File: config.mk
export PLATFORM = sky130hd
export DESIGN_NAME = pwm_gen_multi
export DESIGN_NICKNAME = d
export VERILOG_FILES = /design/src/rtl/pwm_gen_multi.sv
export SDC_FILE = /design/constraint.sdc
export NUM_CORES = 1
export LEC_CHECK = 0
export BUFFER_PORTS_ARGS = -buffer_cell sky130_fd_sc_hd__buf_2
export CORE_AREA = 2 2 197 344
export DETAILED_ROUTE_END_ITERATION = 6
export DIE_AREA = 0 0 199 346
export PLACE_DENSITY_LB_ADDON = 0.12
export SYNTH_ARGS = -nofsm -noshare
export SYNTH_HDL_FRONTEND = slang
export SYNTH_SLANG_ARGS = --single-unit
File: constraint.sdc
create_clock -name clk -period 16.55 [get_ports clk]
set_input_delay 0 -clock clk [delete_from_list [all_inputs] [get_ports clk]]
set_output_delay 0 -clock clk [all_outputs]
set_load 0.005 [all_outputs]
File: src/rtl/pwm_gen_multi.sv
`default_nettype none
// ============================================================================
// Module   : pwm_gen_multi
// Brief    : Multi-channel PWM generator with a shared tick prescaler,
//            per-channel shadowed configuration (valid/ready write port),
//            edge- or centre-aligned pulses and a global phase resync.
// Revision : 1.0 - initial release
// ============================================================================
module pwm_gen_multi #(
  parameter int   CLK_FREQ = 50_000_000,
  parameter int   REF_FREQ = 50_000,
  parameter int   NUM_CH   = 4,
  parameter int   CNT_W    = 10,
  localparam int  CH_W     = (NUM_CH > 1) ? $clog2(NUM_CH) : 1
) (
  input  logic              clk,
  input  logic              rst_n,
  input  logic              sync_start,
  input  logic              cfg_valid,
  output logic              cfg_ready,
  input  logic [CH_W-1:0]   cfg_ch,
  input  logic [1:0]        cfg_pow2,
  input  logic [1:0]        cfg_pow5,
  input  logic [6:0]        cfg_duty,
  input  logic              cfg_center,
  output logic [NUM_CH-1:0] pwm_out,
  output logic [NUM_CH-1:0] cycle_done
);

  localparam int              TICK_DIV = CLK_FREQ / REF_FREQ;
  localparam int              PS_W     = (TICK_DIV > 2) ? $clog2(TICK_DIV) : 1;
  localparam logic [PS_W-1:0] PS_LAST  = PS_W'(TICK_DIV - 1);
  // Wide enough for N*duty + 99 with N < 2^CNT_W and duty <= 127
  localparam int              PW       = CNT_W + 7;

  logic [PS_W-1:0]   r_ps;
  logic              w_tick;
  logic [NUM_CH-1:0] w_sel;
  logic [NUM_CH-1:0] w_pending;
  logic              w_wr;

  // A resync swallows the tick that would otherwise fire in the same clock
  assign w_tick = (r_ps == PS_LAST) & ~sync_start;

  // Shared prescaler: free-running 0..TICK_DIV-1, restarted by sync_start
  always_ff @(posedge clk or negedge rst_n) begin
    if (!rst_n) begin
      r_ps <= '0;
    end else if (sync_start || (r_ps == PS_LAST)) begin
      r_ps <= '0;
    end else begin
      r_ps <= r_ps + 1'b1;
    end
  end

  // Ready only looks at the addressed channel; out-of-range channels match no
  // select bit, so they are always ready and the write is simply dropped.
  assign cfg_ready = ~|(w_sel & w_pending);
  assign w_wr      = cfg_valid & cfg_ready;

  for (genvar i = 0; i < NUM_CH; i++) begin : g_ch
    logic [1:0]       r_act_pow2, r_act_pow5, r_sh_pow2, r_sh_pow5;
    logic [6:0]       r_act_duty, r_sh_duty;
    logic             r_act_center, r_sh_center;
    logic             r_pend;
    logic [CNT_W-1:0] r_cnt;
    logic             r_pwm;
    logic [CNT_W-1:0] w_p5;
    logic [CNT_W-1:0] w_n;
    logic [PW-1:0]    w_prod, w_p, w_s, w_cnt_x;
    logic             w_done;
    logic             w_high;

    assign w_sel[i]     = (cfg_ch == CH_W'(i));
    assign w_pending[i] = r_pend;

    // Period length N = 5^pow5 << pow2 from the active config
    always_comb begin
      w_p5 = CNT_W'(1);
      case (r_act_pow5)
        2'd0:    w_p5 = CNT_W'(1);
        2'd1:    w_p5 = CNT_W'(5);
        2'd2:    w_p5 = CNT_W'(25);
        default: w_p5 = CNT_W'(125);
      endcase
    end
    assign w_n = w_p5 << r_act_pow2;

    assign w_done        = w_tick & (r_cnt >= (w_n - 1'b1));
    assign cycle_done[i] = w_done;

    // Pulse width rounded up, and centre offset for centre-aligned mode
    assign w_prod  = (PW'(w_n) * PW'(r_act_duty)) + PW'(99);
    assign w_p     = w_prod / PW'(100);
    assign w_s     = (PW'(w_n) - w_p) >> 1;
    assign w_cnt_x = PW'(r_cnt);

    // Output level for the current period position
    always_comb begin
      if (r_act_duty == 7'd0) begin
        w_high = 1'b0;
      end else if (r_act_duty >= 7'd100) begin
        w_high = 1'b1;
      end else if (r_act_center) begin
        w_high = (w_cnt_x >= w_s) && (w_cnt_x < (w_s + w_p));
      end else begin
        w_high = (w_cnt_x < w_p);
      end
    end

    // Period counter: advances on tick, wraps at N-1, cleared by resync
    always_ff @(posedge clk or negedge rst_n) begin
      if (!rst_n) begin
        r_cnt <= '0;
      end else if (sync_start) begin
        r_cnt <= '0;
      end else if (w_tick) begin
        r_cnt <= (r_cnt >= (w_n - 1'b1)) ? '0 : r_cnt + 1'b1;
      end
    end

    // Shadow/active config: shadow promoted only at the end of a period, so
    // the active config never changes mid-period. A write can only be taken
    // while nothing is pending, so it never collides with a promotion.
    always_ff @(posedge clk or negedge rst_n) begin
      if (!rst_n) begin
        r_act_pow2   <= '0;
        r_act_pow5   <= '0;
        r_act_duty   <= '0;
        r_act_center <= 1'b0;
        r_sh_pow2    <= '0;
        r_sh_pow5    <= '0;
        r_sh_duty    <= '0;
        r_sh_center  <= 1'b0;
        r_pend       <= 1'b0;
      end else if (w_done && r_pend) begin
        r_act_pow2   <= r_sh_pow2;
        r_act_pow5   <= r_sh_pow5;
        r_act_duty   <= r_sh_duty;
        r_act_center <= r_sh_center;
        r_pend       <= 1'b0;
      end else if (w_wr && w_sel[i]) begin
        r_sh_pow2    <= cfg_pow2;
        r_sh_pow5    <= cfg_pow5;
        r_sh_duty    <= (cfg_duty > 7'd100) ? 7'd100 : cfg_duty;
        r_sh_center  <= cfg_center;
        r_pend       <= 1'b1;
      end
    end

    // Registered pin driver; asynchronous reset forces it low immediately
    always_ff @(posedge clk or negedge rst_n) begin
      if (!rst_n) begin
        r_pwm <= 1'b0;
      end else begin
        r_pwm <= w_high;
      end
    end

    assign pwm_out[i] = r_pwm;
  end

endmodule
`default_nettype wire

======== After elaboration in Yosys (flattened, before gate mapping) ========
Index checks and enable logic that the tools add are counted.
word-level totals
  register bits after elaboration ......... 154
  bits in latches ......................... 0
  RAM bits ................................ 0
  bits in read-only memories .............. 0
  output and inout port bits .............. 9
  memories ................................ 0
cells by class
  add/sub/neg operators ................... 21
  multipliers ............................. 4
  div/mod/pow operators ................... 4
  $lt $le $gt $ge ......................... 21
  eq/ne operators ......................... 12
  shift-type cells ........................ 4
  muxes and demuxes ....................... 38
  bitwise gates (word level) .............. 12
  reduce and logical (&&, ||, !) cells .... 33
operators by type and width
  kind                                                count
  < comparator 10 x 17 -> 1 bit                       8
  2-to-1 mux 10 bit                                   13
  case mux 7 bit (3 select lines)                     4
  adder 16 x 17 -> 17 bit                             4
  adder 17 x 7 -> 17 bit, second input constant       4
  divider 17 x 7 -> 17 bit, second input constant     4
  multiplier 10 x 7 -> 17 bit                         4
  subtractor 10 x 17 -> 17 bit                        4
  >= comparator 10 x 16 -> 1 bit                      4
  adder 10 x 1 -> 10 bit, second input constant       5
  >= comparator 10 bit                                4
  left shift 10 x 2 -> 10 bit                         4
  subtractor 10 x 1 -> 10 bit, second input constant  4
  >= comparator 7 bit, second input constant          4
  logical NOT 7 bit                                   4
  2-to-1 mux 1 bit                                    20
  == test 2 bit, second input constant                6
  logical AND 1 bit                                   12
  == test 10 bit, second input constant               1
  == test 2 x 1 -> 1 bit, second input constant       5
  logical NOT 2 bit                                   5
  nonzero test 2 bit                                  5
  AND reduction 2 bit                                 4
  > comparator 7 bit, second input constant           1
  7 further kinds                                     16

======== Logic depth before layout (Yosys ltp) ========
  depth in word-level cells ............... 13
  mapped depth ............................ 72
  gate-level depth less buffers ........... 66

======== Least setup slack after synthesis ========
Ideal clock, no wire load.
  kind .................................... register -> register
  start point ............................. reg g_ch[3].r_act_pow2[0]
  end point ............................... reg g_ch[3].r_pwm
  setup time .............................. 0.076 ns
  arrival ................................. 14.008 ns
  slack ................................... 2.465 ns
  stages on the path, launching flop included .. 60
  cell sequence ........................... dfrtp_1 > clkbuf_1 > clkbuf_1 > o21ai_0 > a21boi_1 > and2_1 > fa_1 > fa_1 > fa_1 > inv_1 > fa_1 > inv_1 > ha_1 > o21a_1 > o21ai_0 > nor2b_1 > nor4_1 > or3_1 > (+24 left out) > ha_1 > a21o_1 > a21oi_1 > o21bai_1 > a21oi_1 > o21bai_1 > a21oi_1 > xnor2_1 > ha_1 > nor2b_1 > o21ai_0 > nand2b_1 > a21oi_1 > a2111oi_0 > nor4_1 > nand3_1 > o21a_1 > o21ai_1
between the ends
  word-level cells in the longest chain between the ends .. 11
ends and longest elaborated chain
  item                           line  source
  from (decl)                    62    logic [1:0] r_act_pow2, r_act_pow5, r_sh_pow2, r_sh_pow5;
  from (signal assigned)         137   r_act_pow2 <= r_sh_pow2;
  left shift 10 x 2 -> 10 bit *  87    assign w_n = w_p5 << r_act_pow2;
  multiplier 10 x 7 -> 17 bit    93    assign w_prod = (PW'(w_n) * PW'(r_act_duty)) + PW'(99);
  adder 17 x 7 -> 17 bit         93
  divider 17 x 7 -> 17 bit       94    assign w_p = w_prod / PW'(100);
  subtractor 10 x 17 -> 17 bit   95    assign w_s = (PW'(w_n) - w_p) >> 1;
  adder 16 x 17 -> 17 bit        105   w_high = (w_cnt_x >= w_s) && (w_cnt_x < (w_s + w_p));
  < comparator 10 x 17 -> 1 bit  105
  logical AND 1 bit              105
  2-to-1 mux 1 bit *             104   end else if (r_act_center) begin
  2-to-1 mux 1 bit *             102   end else if (r_act_duty >= 7'd100) begin
  2-to-1 mux 1 bit *             100   if (r_act_duty == 7'd0) begin
  net g_ch[3].w_high             72    logic w_high;
  to (signal assigned)           156   r_pwm <= w_high;
  to (decl)                      67    logic r_pwm;
Mark *: on every way through the listed nets, which the timed path passes. The rest lies on a longest branch.
A chain may end at the register's enable or synchronous reset.

======== Worst setup path after layout ========
  start point ............................. reg g_ch[1].r_act_pow2[0]
  end point ............................... reg g_ch[1].r_pwm
between the ends
  word-level cells in the longest chain between the ends .. 11
ends and longest elaborated chain
  item                           line
  from (decl)                    62
  from (signal assigned)         137
  left shift 10 x 2 -> 10 bit *  87
  multiplier 10 x 7 -> 17 bit    93
  adder 17 x 7 -> 17 bit         93
  divider 17 x 7 -> 17 bit       94
  subtractor 10 x 17 -> 17 bit   95
  adder 16 x 17 -> 17 bit        105
  < comparator 10 x 17 -> 1 bit  105
  logical AND 1 bit              105
  2-to-1 mux 1 bit *             104
  2-to-1 mux 1 bit *             102
  2-to-1 mux 1 bit *             100
  net g_ch[1].w_high             72
  to (signal assigned)           156
  to (decl)                      67
Marks and branches as above.

==> run_summary.xml <==
<?xml version="1.0" encoding="UTF-8"?>
<metrics>
  <group name="outcome">
    <metric name="run_status" unit="">completed</metric>
  </group>
  <group name="placed_design">
    <metric name="dpl.cell_count" unit="">5004</metric>
    <metric name="hpwl" unit="um">73600</metric>
    <metric name="preCtsSetupSlack" unit="ns">0.204</metric>
    <metric name="port-buffer-count" unit="">26</metric>
    <metric name="globalplace.congestion" unit="">0.890</metric>
  </group>
  <group name="layout">
    <metric name="fin_nets" unit="">4759</metric>
    <metric name="area.sequential" unit="mm^2">0.00386</metric>
    <metric name="multi_input_comb_area" unit="mm^2">0.0269</metric>
    <metric name="most-common-layout-cells" unit="">401 x sky130_fd_sc_hd__ha_1, 387 x sky130_fd_sc_hd__inv_1, 373 x sky130_fd_sc_hd__nand2_1, 238 x sky130_fd_sc_hd__a21oi_1, 218 x sky130_fd_sc_hd__o21ai_0</metric>
    <metric name="finish.cell_count_without_fillers" unit="">5060</metric>
    <metric name="nFillCells" unit="">6513</metric>
    <metric name="area_growth" unit="%">7.78</metric>
    <metric name="post_route_cells_drive_above_1_share" unit="%">9.72</metric>
    <metric name="final_core_util" unit="%">53.2</metric>
    <metric name="final_common_cell" unit="">sky130_fd_sc_hd__ha_1</metric>
  </group>
  <group name="synthesis">
    <metric name="yosysWarningCount" unit="">0</metric>
    <metric name="syn_area_per_cell" unit="um^2">7.91</metric>
    <metric name="netlist_top_cells_area" unit="">sky130_fd_sc_hd__ha_1 15%, sky130_fd_sc_hd__dfrtp_1 12%, sky130_fd_sc_hd__fa_1 11%</metric>
    <metric name="post_synth_instance_area" unit="mm^2">0.0327</metric>
    <metric name="postSynthNetCount" unit="">4725</metric>
    <metric name="synth_ff_type" unit="">sky130_fd_sc_hd__dfrtp_1</metric>
    <metric name="synth.yosys.seq_area_share" unit="%">11.8</metric>
    <metric name="post_synth_inst_count" unit="">4130</metric>
    <metric name="synth_largest_area_cell" unit="">sky130_fd_sc_hd__ha_1</metric>
    <metric name="synthArstFlopShare" unit="%">100</metric>
    <metric name="synth.distinct_cells" unit="">124</metric>
    <metric name="synth-seq-cells" unit="">154</metric>
    <metric name="synth_enable_flop_cells" unit="">0</metric>
    <metric name="yosys_top_cell_area_share" unit="%">15.4</metric>
  </group>
  <group name="power">
    <metric name="power.internal" unit="mW">0.732</metric>
    <metric name="net_switching_power_of_the_design" unit="mW">0.229</metric>
    <metric name="share_seq_of_total_power" unit="%">46.8</metric>
    <metric name="p_clk_share" unit="%">46.0</metric>
    <metric name="power.share.combinational" unit="%">7.2</metric>
    <metric name="cell_area_power_density" unit="mW/mm^2">27.3</metric>
    <metric name="peakVddDrop" unit="uV">48.0</metric>
    <metric name="leakagePower" unit="nW">16.7</metric>
    <metric name="netSwitchingFraction" unit="%">23.8</metric>
  </group>
  <group name="sta">
    <metric name="fin_ws" unit="ns">0.995</metric>
    <metric name="setup_violations" unit="">0</metric>
    <metric name="tightestPinTransition" unit="ns">1.14</metric>
    <metric name="worst_slack_on_hold_paths" unit="ns">0.0144</metric>
    <metric name="timing.fmax" unit="MHz">64.3</metric>
    <metric name="maxSlewViolCount" unit="">0</metric>
    <metric name="layout_skew" unit="ns">0.0190</metric>
    <metric name="period_minus_slack" unit="ns">15.56</metric>
    <metric name="final-hold-violation-count" unit="">0</metric>
    <metric name="slew_headroom" unit="%">24.0</metric>
    <metric name="final_min_period_over_clock_period" unit="%">94.0</metric>
  </group>
  <group name="routing">
    <metric name="drt_antenna_net_count" unit="">0</metric>
    <metric name="drc" unit="">0</metric>
    <metric name="drt_first_iter_violations" unit="">1199</metric>
    <metric name="wire_per_inst" unit="um">17.8</metric>
    <metric name="viasPerCell" unit="">5.95</metric>
    <metric name="vias" unit="">30125</metric>
    <metric name="totalWireLength" unit="um">90200</metric>
    <metric name="detailedRoute.firstPassIterationCount" unit="">5</metric>
  </group>
  <group name="clock_tree">
    <metric name="worst_skew_pair.late_latency" unit="ns">0.49</metric>
    <metric name="clock_sink_count" unit="">154</metric>
    <metric name="cts-root-buf" unit="">sky130_fd_sc_hd__clkbuf_16</metric>
    <metric name="clkSlewWorstSetupHoldPaths" unit="ns">0.06</metric>
    <metric name="clock_tree.buffer_depth" unit="">3</metric>
    <metric name="cts_tree" unit="">yes</metric>
    <metric name="cts-htree-levels" unit="">4</metric>
    <metric name="numCtsBuffers" unit="">25</metric>
  </group>
  <group name="floorplan">
    <metric name="floorplan.io_pins" unit="">27</metric>
    <metric name="die_width" unit="um">199</metric>
    <metric name="die_height" unit="um">346</metric>
    <metric name="dieArea" unit="mm^2">0.0689</metric>
    <metric name="placeableCoreArea" unit="mm^2">0.0662</metric>
    <metric name="initial_utilization" unit="%">49.4</metric>
    <metric name="rows" unit="">125</metric>
  </group>
  <group name="flow_run">
    <metric name="cap_violations" unit="">0</metric>
  </group>
  <group name="setup_path">
    <metric name="crit_required" unit="ns">16.92</metric>
    <metric name="path_class" unit="">flip-flop to flip-flop</metric>
    <metric name="slowest_stage_cell_crit_path" unit="">sky130_fd_sc_hd__dfrtp_1</metric>
    <metric name="worst_path_arrival_time" unit="ns">15.92</metric>
    <metric name="category_of_the_worst_setup_path_launch_point" unit="">flip-flop</metric>
    <metric name="critical_path_peak_fanout" unit="">16</metric>
    <metric name="critical_path.top_delay_family" unit="">compound AO/OA/AOI/OAI gates</metric>
    <metric name="worst_setup_path_end_kind" unit="">flip-flop</metric>
    <metric name="max_stage_delay" unit="ns">0.64</metric>
    <metric name="critical_path.n_buffers_inverters" unit="">5</metric>
  </group>
  <group name="global_routing">
    <metric name="first_global_vias" unit="">30826</metric>
    <metric name="grt_overflow_total" unit="">0</metric>
    <metric name="grt_use_total" unit="%">26.4</metric>
    <metric name="antenna_found_initial" unit="">1</metric>
    <metric name="grt_start_max_net_pins" unit="">89</metric>
    <metric name="wire_length_of_the_first_global_routing_pass" unit="um">150000</metric>
  </group>
  <group name="hold_path">
    <metric name="min_path_type" unit="">primary input to flip-flop</metric>
  </group>
</metrics>
## Yosys cell counts, types with 25 or more instances
| cell type | instances |
|---|---|
| sky130_fd_sc_hd__o21a_1 | 30 |
| sky130_fd_sc_hd__dfrtp_1 | 154 |
| sky130_fd_sc_hd__and2_1 | 206 |
| sky130_fd_sc_hd__nand2b_1 | 69 |
| sky130_fd_sc_hd__ha_1 | 401 |
| sky130_fd_sc_hd__inv_1 | 387 |
| sky130_fd_sc_hd__o21bai_1 | 45 |
| sky130_fd_sc_hd__nor2_1 | 214 |
| sky130_fd_sc_hd__or2_2 | 34 |
| sky130_fd_sc_hd__and3_1 | 67 |
| sky130_fd_sc_hd__mux2i_1 | 27 |
| sky130_fd_sc_hd__nand4_1 | 27 |
| sky130_fd_sc_hd__o211ai_1 | 45 |
| sky130_fd_sc_hd__nand3_1 | 107 |
| sky130_fd_sc_hd__nor2b_1 | 84 |
| sky130_fd_sc_hd__mux2_2 | 77 |
| sky130_fd_sc_hd__fa_1 | 176 |
| sky130_fd_sc_hd__or3_1 | 26 |
| sky130_fd_sc_hd__o22ai_1 | 28 |
| sky130_fd_sc_hd__clkbuf_1 | 119 |
| sky130_fd_sc_hd__nor3_1 | 89 |
| sky130_fd_sc_hd__xor2_1 | 69 |
| sky130_fd_sc_hd__xnor2_1 | 121 |
| sky130_fd_sc_hd__nand2_1 | 373 |
| sky130_fd_sc_hd__a21o_1 | 95 |
| sky130_fd_sc_hd__o2111ai_1 | 25 |
| sky130_fd_sc_hd__a21oi_1 | 243 |
| sky130_fd_sc_hd__o21ai_0 | 220 |
| sky130_fd_sc_hd__a31oi_1 | 45 |
| sky130_fd_sc_hd__a211oi_1 | 55 |
## worst paths after layout
| path | slack, ns | depth (start not counted) | start | to |
|---|---|---|---|---|
| min in group asynchronous | 0.11 | 2 | rst_n | g_ch[1].r_pwm$_DFF_PN0_ |
| worst min register to register | 0.47 | 2 | g_ch[1].r_sh_pow5[0]$_DFFE_PN0P_ | g_ch[1].r_sh_pow5[0]$_DFFE_PN0P_ |
| worst max register to register | 0.99 | 54 | g_ch[1].r_act_pow2[0]$_DFFE_PN0P_ | g_ch[1].r_pwm$_DFF_PN0_ |
| worst min-delay path | 0.01 | 3 | cfg_duty[3] | g_ch[1].r_sh_duty[3]$_DFFE_PN0P_ |
| max in group asynchronous | 14.91 | 3 | rst_n | g_ch[3].r_act_pow2[0]$_DFFE_PN0P_ |
| worst max-delay path | 0.99 | 54 | g_ch[1].r_act_pow2[0]$_DFFE_PN0P_ | g_ch[1].r_pwm$_DFF_PN0_ |
## what timing repair did
action,in CTS,in global routing
endpoints found under the hold margin,120,0
buffers inserted,0,3
setup endpoints to repair,0,4
hold buffers,19,0
gates resized for setup,0,53
## flip-flops by register name, summed over array words and instances (netlist names)
signal / flops
g_ch.r_act_pow2: 8
g_ch.r_sh_center: 4
g_ch.r_sh_pow2: 8
r_ps: 10
g_ch.r_act_pow5: 8
g_ch.r_pend: 4
g_ch.r_sh_pow5: 8
g_ch.r_act_center: 4
g_ch.r_pwm: 4
g_ch.r_sh_duty: 28
g_ch.r_act_duty: 28
g_ch.r_cnt: 40
## cell families after synthesis
kind of cell / Yosys count / share of synthesized area, %
AOI/OAI and AO/OA: 1168 / 24.8
xor gates and xnor gates: 192 / 5.20
adders and majority gates: 583 / 26.3
buffers and inverters: 544 / 6.52
DFF: 154 / 11.8
muxes: 106 / 3.57
and+or+nand+nor: 1383 / 21.7
## power groups by stage
| stage | Sequential (mW) | Clock (mW) | Combinational (mW) |
|---|---|---|---|
| after detailed placement | 0.457 | 0 | 0.0666 |
| after CTS | 0.451 | 0.450 | 0.0699 |
| after global routing | 0.457 | 0.465 | 0.0802 |
| final | 0.450 | 0.442 | 0.0688 |
| after floorplan | 0.448 | 0 | 0.0435 |
| after global placement | 0.456 | 0 | 0.0640 |
## cell type report
type | count | area share (%)
clock inverters | 2 | 0.0391
multi-input cells | 3432 | 76.4
well taps | 889 | 3.16
diodes | 3 | 0.0213
flip-flops and latches | 154 | 11.0
repair buffers | 159 | 3.36
inverters | 392 | 4.18
clock buffers | 29 | 1.88
## routing by layer
metal / up-vias / share of wire, % / track usage [%]
li1: 14864 / - / -
met1: 14547 / 38 / 27.9
met2: 513 / 56 / 53.2
met3: 201 / 2.0 / 1.01
met4: 0 / 4.0 / 11.1
met5: - / 0 / 0
## metrics by stage
step | power [mW] | TNS, ns | cell area [um^2]
after floorplan | 0.491 | 0 | 32700
after global placement | 0.521 | 0 | 34100
after detailed placement | 0.523 | 0 | 34100
after CTS | 0.971 | 0 | 34900
after global routing | 1.00 | -0.0286 | 35200
final | 0.961 | 0 | 35200
## tightest hold or removal path, delay by kind of cell
kind | cells | cell delay (ns)
AOI/OAI and AO/OA | 1 | 0.11
buffers and inverters | 1 | 0.14
and+or+nand+nor | 1 | 0.21
Note: power is estimated with default switching activity, not from simulation.
